--- config.mk ---
export PLATFORM = sky130hd
export DESIGN_NAME = pipelined_shifter
export DESIGN_NICKNAME = d
export VERILOG_FILES = /design/src/rtl/alu_pkg.sv /design/src/rtl/shifter_level.sv /design/src/rtl/pipelined_shifter.sv
export SDC_FILE = /design/constraint.sdc
export NUM_CORES = 1
export LEC_CHECK = 0
export CAP_MARGIN = 20
export CORE_MARGIN = 1
export CORE_UTILIZATION = 52
export DETAILED_ROUTE_END_ITERATION = 8
export PLACE_DENSITY = 0.77
export SLEW_MARGIN = 25
export SYNTH_ARGS = -nofsm -noshare
export SYNTH_HDL_FRONTEND = slang
export SYNTH_SLANG_ARGS = --single-unit
--- constraint.sdc ---
create_clock -name clk -period 6.8 [get_ports clk]
set_input_delay 2.04 -clock clk [delete_from_list [all_inputs] [get_ports clk]]
set_output_delay 2.04 -clock clk [all_outputs]
set_load 0.01 [all_outputs]
--- src/rtl/alu_pkg.sv ---
// Shared ALU shifter definitions: shift op encodings, default width and
// helpers used to place mux levels into pipeline stages.
package alu_pkg;

  localparam int ALU_WIDTH = 32;

  typedef enum logic [2:0] {
    SH_SLL = 3'b000,
    SH_SRL = 3'b001,
    SH_SRA = 3'b010,
    SH_ROL = 3'b011,
    SH_ROR = 3'b100
  } sh_op_e;

  // Encodings 101..111 are reserved and flagged as op errors.
  localparam logic [2:0] SH_ILLEGAL_MIN = 3'b101;

  function automatic logic op_illegal(input logic [2:0] op);
    return op >= SH_ILLEGAL_MIN;
  endfunction

  function automatic int level_stage(input int k, input int stages, input int shw);
    return (k * stages) / shw;
  endfunction

endpackage

--- src/rtl/shifter_level.sv ---
// One barrel-shifter mux level: shifts or rotates by DIST when en_i is set.
module shifter_level
  import alu_pkg::*;
#(
  parameter int WIDTH = ALU_WIDTH,
  parameter int DIST  = 1
) (
  input  logic [WIDTH-1:0] data_i,
  input  logic [2:0]       op_i,
  input  logic             en_i,
  input  logic             sign_i,
  output logic [WIDTH-1:0] data_o
);

  always_comb begin
    data_o = data_i;
    if (en_i) begin
      case (op_i)
        SH_SLL:  data_o = {data_i[WIDTH-1-DIST:0], {DIST{1'b0}}};
        SH_SRL:  data_o = {{DIST{1'b0}}, data_i[WIDTH-1:DIST]};
        SH_SRA:  data_o = {{DIST{sign_i}}, data_i[WIDTH-1:DIST]};
        SH_ROL:  data_o = {data_i[WIDTH-1-DIST:0], data_i[WIDTH-1:WIDTH-DIST]};
        SH_ROR:  data_o = {data_i[DIST-1:0], data_i[WIDTH-1:DIST]};
        default: data_o = data_i;
      endcase
    end
  end

endmodule

--- src/rtl/pipelined_shifter.sv ---
// Pipelined barrel shifter (SLL/SRL/SRA/ROL/ROR) with PIPE_STAGES register
// stages, a globally stalled pipe and valid/ready on both sides.
module pipelined_shifter
  import alu_pkg::*;
#(
  parameter int WIDTH       = ALU_WIDTH,
  parameter int PIPE_STAGES = 2
) (
  input  logic             clk,
  input  logic             reset,
  input  logic             in_valid,
  output logic             in_ready,
  input  logic [WIDTH-1:0] dataA,
  input  logic [WIDTH-1:0] dataB,
  input  logic [2:0]       op,
  output logic             out_valid,
  input  logic             out_ready,
  output logic [WIDTH-1:0] dataOut,
  output logic             op_err
);

  localparam int SHW  = $clog2(WIDTH);
  localparam int CTLW = SHW + 5;          // {op[2:0], amt[SHW-1:0], over, sign}
  localparam int LS   = PIPE_STAGES - 1;

  // Handshake: a beat is taken when in_valid && in_ready and a result is
  // handed over when out_valid && out_ready. The whole pipe advances together
  // whenever in_ready is high, so in_ready depends only on the output side.
  logic adv;
  assign in_ready = !out_valid || out_ready;
  assign adv      = in_ready;

  logic             sin_vld  [PIPE_STAGES];
  logic [CTLW-1:0]  sin_ctl  [PIPE_STAGES];
  logic [WIDTH-1:0] sin_dat  [PIPE_STAGES];
  logic [WIDTH-1:0] sout_dat [PIPE_STAGES];
  logic [WIDTH-1:0] lvl_out  [SHW];

  assign sin_vld[0] = in_valid;
  assign sin_dat[0] = dataA;
  assign sin_ctl[0] = {op, dataB[SHW-1:0], |dataB[WIDTH-1:SHW], dataA[WIDTH-1]};

  for (genvar k = 0; k < SHW; k++) begin : g_lvl
    localparam int STG  = level_stage(k, PIPE_STAGES, SHW);
    localparam bit FIRST = (k == 0) || (level_stage(k - 1, PIPE_STAGES, SHW) != STG);
    localparam bit LAST  = (k == SHW - 1) || (level_stage(k + 1, PIPE_STAGES, SHW) != STG);

    logic [WIDTH-1:0] lvl_in;
    if (FIRST) begin : g_first
      assign lvl_in = sin_dat[STG];
    end else begin : g_chain
      assign lvl_in = lvl_out[k-1];
    end

    shifter_level #(
      .WIDTH (WIDTH),
      .DIST  (1 << k)
    ) u_level (
      .data_i (lvl_in),
      .op_i   (sin_ctl[STG][CTLW-1 -: 3]),
      .en_i   (sin_ctl[STG][2+k]),
      .sign_i (sin_ctl[STG][0]),
      .data_o (lvl_out[k])
    );

    if (LAST) begin : g_last
      assign sout_dat[STG] = lvl_out[k];
    end
  end

  for (genvar s = 0; s < LS; s++) begin : g_stg
    logic             vld_q;
    logic [CTLW-1:0]  ctl_q;
    logic [WIDTH-1:0] dat_q;

    always_ff @(posedge clk) begin
      if (!reset) begin
        vld_q <= 1'b0;
      end else if (adv) begin
        vld_q <= sin_vld[s];
      end
    end

    always_ff @(posedge clk) begin
      if (adv) begin
        ctl_q <= sin_ctl[s];
        dat_q <= sout_dat[s];
      end
    end

    assign sin_vld[s+1] = vld_q;
    assign sin_ctl[s+1] = ctl_q;
    assign sin_dat[s+1] = dat_q;
  end

  // Overshift and illegal-op fix-up happens just before the output register.
  logic [2:0]       l_op;
  logic             l_over;
  logic             l_sign;
  logic [WIDTH-1:0] res_d;
  logic             err_d;

  assign l_op   = sin_ctl[LS][CTLW-1 -: 3];
  assign l_over = sin_ctl[LS][1];
  assign l_sign = sin_ctl[LS][0];

  always_comb begin
    res_d = sout_dat[LS];
    err_d = 1'b0;
    if (op_illegal(l_op)) begin
      res_d = '0;
      err_d = sin_vld[LS];
    end else if (l_over) begin
      case (l_op)
        SH_SLL, SH_SRL: res_d = '0;
        SH_SRA:         res_d = {WIDTH{l_sign}};
        default:        res_d = sout_dat[LS];
      endcase
    end
  end

  logic             out_valid_q;
  logic [WIDTH-1:0] dout_q;
  logic             err_q;

  always_ff @(posedge clk) begin
    if (!reset) begin
      out_valid_q <= 1'b0;
      dout_q      <= '0;
      err_q       <= 1'b0;
    end else if (adv) begin
      out_valid_q <= sin_vld[LS];
      dout_q      <= res_d;
      err_q       <= err_d;
    end
  end

  assign out_valid = out_valid_q;
  assign dataOut   = dout_q;
  assign op_err    = err_q;

endmodule

==> flow_metrics.tcl, run 1 <==
set metrics [dict create \
    status "finished clean" \
    synth_cell_types 86 \
    min_path_type "reg2reg" \
    fin_crit_sh_pct 81.4 \
    finClkSkew_ns 0.0126 \
    critPathKind "in2out" \
    cpMostUsedCell "clkdlybuf4s50_1" \
    hpwlAfterDp_um 18700 \
    power.density_nw_per_um2 200 \
    syn_avg_cell_area_um2 7.84 \
    cts_tree "built" \
    reg2reg_to "dataOut[29]" \
    htree_levels 3 \
    synth-main-ff-cell "edfxtp_1" \
    reg2reg_depth 6 \
    vdd_ir_drop_max_mv 0.119 \
    cp-end-kind "output port" \
    first_pass_iters 7 \
    grt_pass1_wl_um 39900 \
    finalHoldViolCount 0 \
    postCtsSetupBuffers 0 \
    synth-seq-cells 74 \
    rows 42 \
    crit_fanout 29 \
    syn2layout_area_growth_pct 18.8 \
    cts.repair.resized 0 \
    slew_headroom_pct 32.8 \
    slew_violations 0 \
    start_kind "primary input" \
    critical_path.endpoint "in_ready" \
    clock-root-buffer "clkbuf_16" \
    slowest_stage "clkdlybuf4s50_1" \
    tightest_slew_ns 1.01 \
    drive_above_1_share_pct 9.48 \
    grt_pass1_vias 7189 \
    gr-total-overflow 0 \
    r2r_slack_ns 3.59 \
    drc_errors 0 \
    fp.dieH_um 119 \
    setup_viol 0 \
    synth-warning-count 0 \
    routed_wl_um 25400 \
    track_usage_pct 35.5 \
    dieArea_um2 14200 \
    final_common_cell "clkdlybuf4s50_1" \
    cts_sinks 74 \
    die_w_um 119 \
    worst_slack_ns 1.26 \
    synthCells 911 \
    io_buffers 105 \
    antenna_found_initial 0 \
    vias_per_cell 7.08 \
    drt_iter0_markers 1130 \
    layout_common_cells "clkdlybuf4s50_1 (105), nor2_1 (91), a21oi_1 (83)" \
    nFillCells 1198 \
    synthesis.nets 982 \
    dp_slack_ns 1.27 \
    via_count 8119 \
    path_clk_slew_ns 0.07 \
    synth.cell_area_um2 7140 \
    p_leak_nw 2.97 \
    path_cells "clkdlybuf4s50_1, nor2b_2, buf_4, clkinv_1, clkdlybuf4s50_1" \
    setup_tns_ns 0 \
    worstPathArrival_ns 3.50 \
    core_area_um2 13300 \
    async_flop_share_pct 0 \
    start_util_pct 53.7 \
    synth_edf_count 39 \
    nets 1036 \
    crit_required_ns 4.76 \
    cts_buffer_depth 2 \
    clock_latency_ns 0.36 \
    ant_nets 0 \
    r2r-start "g_stg[0].ctl_q[8]" \
    diodes 0 \
    finalCriticalPeriod_ns 5.54 \
    fmax_ghz 0.181 \
    io_pins 106 \
    drt-wirelength-per-cell_um 22.2 \
    rsz0062_at_grt "false" \
    seq_area_frac_synth_pct 26.2 \
    worstSetupStartpoint "out_ready" \
    critPathMaxStageDelay_ns 0.49 \
    cts_hold_buf 0 \
    place.gp.congestion 0.997 \
    cts_buffers 9 \
    grt_max_degree 46 \
    cap_violations 0 \
]
cells in the mapped netlist, types with 25 or more instances:
master,number,area share (%)
clkbuf_1,41,2.2
nor3_1,34,2.4
buf_2,25,1.8
o21ai_0,74,5.2
nor2_1,91,4.8
dfxtp_1,35,9.8
a221oi_1,44,5.4
a21oi_1,83,5.8
o22ai_1,37,3.2
nand2_1,50,2.6
edfxtp_1,39,16
logic make-up (layout without fill, tap and decap cells):
group	Yosys count	count (layout)	share of synthesized area, %
AOI/OAI and AO/OA	402	402	40.2
and+or+nand+nor	295	295	21.5
buffers and inverters	106	165	6.90
DFF	74	74	26.2
muxes	29	29	4.24
xor gates and xnor gates	4	4	0.806
adders and majority gates	1	1	0.140
stage by stage:
stage / utilization, % / instances / instance area, um2 / total power, mW / hold slack, ns
detailed placement: 61.5 / 1130 / 8180 / 1.18 / 0.453
finish: 63.9 / 1146 / 8490 / 1.70 / 0.459
global route: 63.9 / 1146 / 8490 / 1.76 / 0.483
global placement: 61.5 / 1130 / 8180 / 1.18 / 0.443
CTS: 63.9 / 1146 / 8490 / 1.67 / 0.463
floorplan: - / 911 / 7140 / 0.967 / 0.432
worst min path at each step:
stage / startpoint / end / depth (start not counted)
2_1_floorplan: g_stg[0].vld_q / g_stg[0].vld_q / 2
3_3_place_gp: g_stg[0].vld_q / g_stg[0].vld_q / 2
3_5_place_dp: g_stg[0].vld_q / g_stg[0].vld_q / 2
4_1_cts: dataOut[28] / dataOut[28] / 1
5_1_grt: dataOut[31] / dataOut[31] / 1
6_report: g_stg[0].vld_q / g_stg[0].vld_q / 2
metal layers:
metal | GRT usage (%) | share of wire [%] | wire, um | vias up
met5 | 0 | 0 | 0 | -
met4 | 14.3 | 4.1 | 1030 | 0
met3 | 8.57 | 12 | 3000 | 96
met2 | 55.8 | 44 | 11300 | 595
met1 | 46.7 | 40 | 10100 | 3725
li1 | - | - | - | 3703
registers in the layout, summed over array words and instances (netlist names):
| register | cells |
|---|---|
| op_err | 1 |
| g_lvl.lvl_in | 32 |
| out_valid | 1 |
| g_stg.vld_q | 1 |
| dataOut | 32 |
| g_stg.ctl_q | 7 |
worst max-delay path, delay by kind of cell:
family,cells,cell delay (ns)
and+or+nand+nor,1,0.10
buffers and inverters,4,1.35
power by group:
| part | internal [mW] | leakage [nW] | switching (mW) |
|---|---|---|---|
| clock | 0.290 | 0.145 | 0.207 |
| sequential | 0.535 | 0.696 | 0.0658 |
| combinational | 0.246 | 2.13 | 0.353 |
final cells by class:
class | count | area [um2] | share of cell area, %
repair buffers | 127 | 1220 | 14.3
clock buffers | 9 | 225 | 2.65
clock inverters | 7 | 82.6 | 0.973
multi-input cells | 731 | 4790 | 56.4
well taps | 176 | 220 | 2.59
flip-flops and latches | 74 | 1870 | 22.0
inverters | 22 | 82.6 | 0.973
No activity file was read; power rests on OpenSTA's default activity.
==> inputs of run 2 (changes only) <==
==> constraint.sdc (replaced) <==
create_clock -name clk -period 5.19 [get_ports clk]
set_input_delay 1.557 -clock clk [delete_from_list [all_inputs] [get_ports clk]]
set_output_delay 1.557 -clock clk [all_outputs]
set_load 0.01 [all_outputs]
==> run 2 against run 1 <==
Total power up 31%. Combinational power is 32% higher. Sequential share of layout area fell by 0.15 points. Setup slack worse by 0.47 ns.
==> flow_metrics.tcl, run 2 (synthesis gave the netlist of run 1 again) <==
set metrics [dict create \
    status "finished clean" \
    min_path_type "reg2reg" \
    slowest_stage "clkdlybuf4s50_1" \
    setup_tns_ns 0 \
    critPathMaxStageDelay_ns 0.71 \
    dieArea_um2 14200 \
    tightest_slew_ns 0.969 \
    finalHoldViolCount 0 \
    cts_hold_buf 0 \
    cts.repair.resized 0 \
    worstPathArrival_ns 4.52 \
    finalCriticalPeriod_ns 4.40 \
    io_buffers 105 \
    reg2reg_depth 6 \
    place_area_um2 8250 \
    via_count 8347 \
    first_pass_iters 6 \
    cap_violations 0 \
    rows 42 \
    start_kind "primary input" \
    grt_pass1_wl_um 41400 \
    hpwlAfterDp_um 19700 \
    cts_buffers 9 \
    final_core_util_pct 64.3 \
    grt_pass1_vias 7362 \
    slew_headroom_pct 35.3 \
    diodes 0 \
    nets 1042 \
    cts_tree "built" \
    clock_latency_ns 0.35 \
    path_cells "clkdlybuf4s50_1, buf_4, a21boi_4, buf_4, o22ai_1, a221oi_2, nor2_1, o22a_1, o22ai_1" \
    setup_viol 0 \
    layout_common_cells "clkdlybuf4s50_1 (105), nor2_1 (91), a21oi_1 (83)" \
    start_util_pct 53.7 \
    fp.dieH_um 119 \
    reg2reg_to "dataOut[28]" \
    cts_buffer_depth 2 \
    r2r_slack_ns 2.04 \
    p_leak_nw 3.01 \
    grt_max_degree 52 \
    drc_errors 0 \
    slew_violations 0 \
    drt_iter0_markers 1402 \
    antenna_found_initial 0 \
    die_w_um 119 \
    vias_per_cell 7.25 \
    io_pins 106 \
    fin_crit_sh_pct 84.8 \
    crit_fanout 17 \
    whs_ns 0.462 \
    critical_path.endpoint "g_lvl[3].lvl_in[3]" \
    r2r-start "g_stg[0].ctl_q[8]" \
    track_usage_pct 37.3 \
    worstSetupStartpoint "op[2]" \
    vdd_ir_drop_max_mv 0.174 \
    clock-root-buffer "clkbuf_16" \
    critPathKind "in2reg" \
    drive_above_1_share_pct 9.94 \
    gr-total-overflow 0 \
    cp-end-kind "flop" \
    path_clk_slew_ns 0.06 \
    core_area_um2 13300 \
    power.density_nw_per_um2 260 \
    syn2layout_area_growth_pct 19.7 \
    crit_required_ns 5.31 \
    fmax_ghz 0.227 \
    place.gp.congestion 1.06 \
    postCtsSetupBuffers 0 \
    ant_nets 0 \
    rsz0062_at_grt "false" \
    routed_wl_um 26700 \
    htree_levels 3 \
    cts_sinks 74 \
    final_common_cell "clkdlybuf4s50_1" \
    finClkSkew_ns 0.00727 \
    final_area_um2 8550 \
    drt-wirelength-per-cell_um 23.2 \
]
run 2: layer usage:
metal	vias up	track usage (%)	part of all wire, %
li1	3726	-	-
met1	3850	47.3	38
met2	660	58.5	45
met3	111	8.67	12
met4	0	20.3	5.4
met5	-	0	0
run 2: power by group:
group          internal [mW]  switching, mW  leakage (nW)
Clock                  0.374          0.263         0.145
Combinational          0.327          0.464          2.17
Sequential             0.701         0.0910         0.696
run 2: worst min-delay path by stage:
stage	from	end	slack (ns)	depth (start not counted)
5_1_grt	dataOut[28]	dataOut[28]	0.48	1
6_report	g_stg[0].vld_q	g_stg[0].vld_q	0.46	2
3_3_place_gp	g_stg[0].vld_q	g_stg[0].vld_q	0.45	2
4_1_cts	g_stg[0].vld_q	g_stg[0].vld_q	0.46	2
2_1_floorplan	g_stg[0].vld_q	g_stg[0].vld_q	0.43	2
3_5_place_dp	dataOut[28]	dataOut[28]	0.45	1
run 2: through the flow:
step | power, mW | cells | worst slack, ns
3_3_place_gp | 1.56 | 1136 | 0.614
6_report | 2.22 | 1152 | 0.789
4_1_cts | 2.19 | 1152 | 0.923
3_5_place_dp | 1.56 | 1136 | 0.582
2_1_floorplan | 1.27 | 911 | 1.14
5_1_grt | 2.30 | 1152 | 0.655
run 2: critical path: cells and delay by family:
| family | cells | cell delay, ns |
|---|---|---|
| simple gates | 1 | 0.15 |
| buf+inv | 3 | 1.30 |
| compound gates | 5 | 1.50 |
run 2: area by class of cell:
cell class | count | area, um2
Fill cell | 1179 | 4750
Multi-Input combinational cell | 731 | 4790
Sequential cell | 74 | 1870
Tap cell | 176 | 220
Clock buffer | 10 | 229
Clock inverter | 6 | 65.1
Timing Repair Buffer | 133 | 1290
Inverter | 22 | 82.6
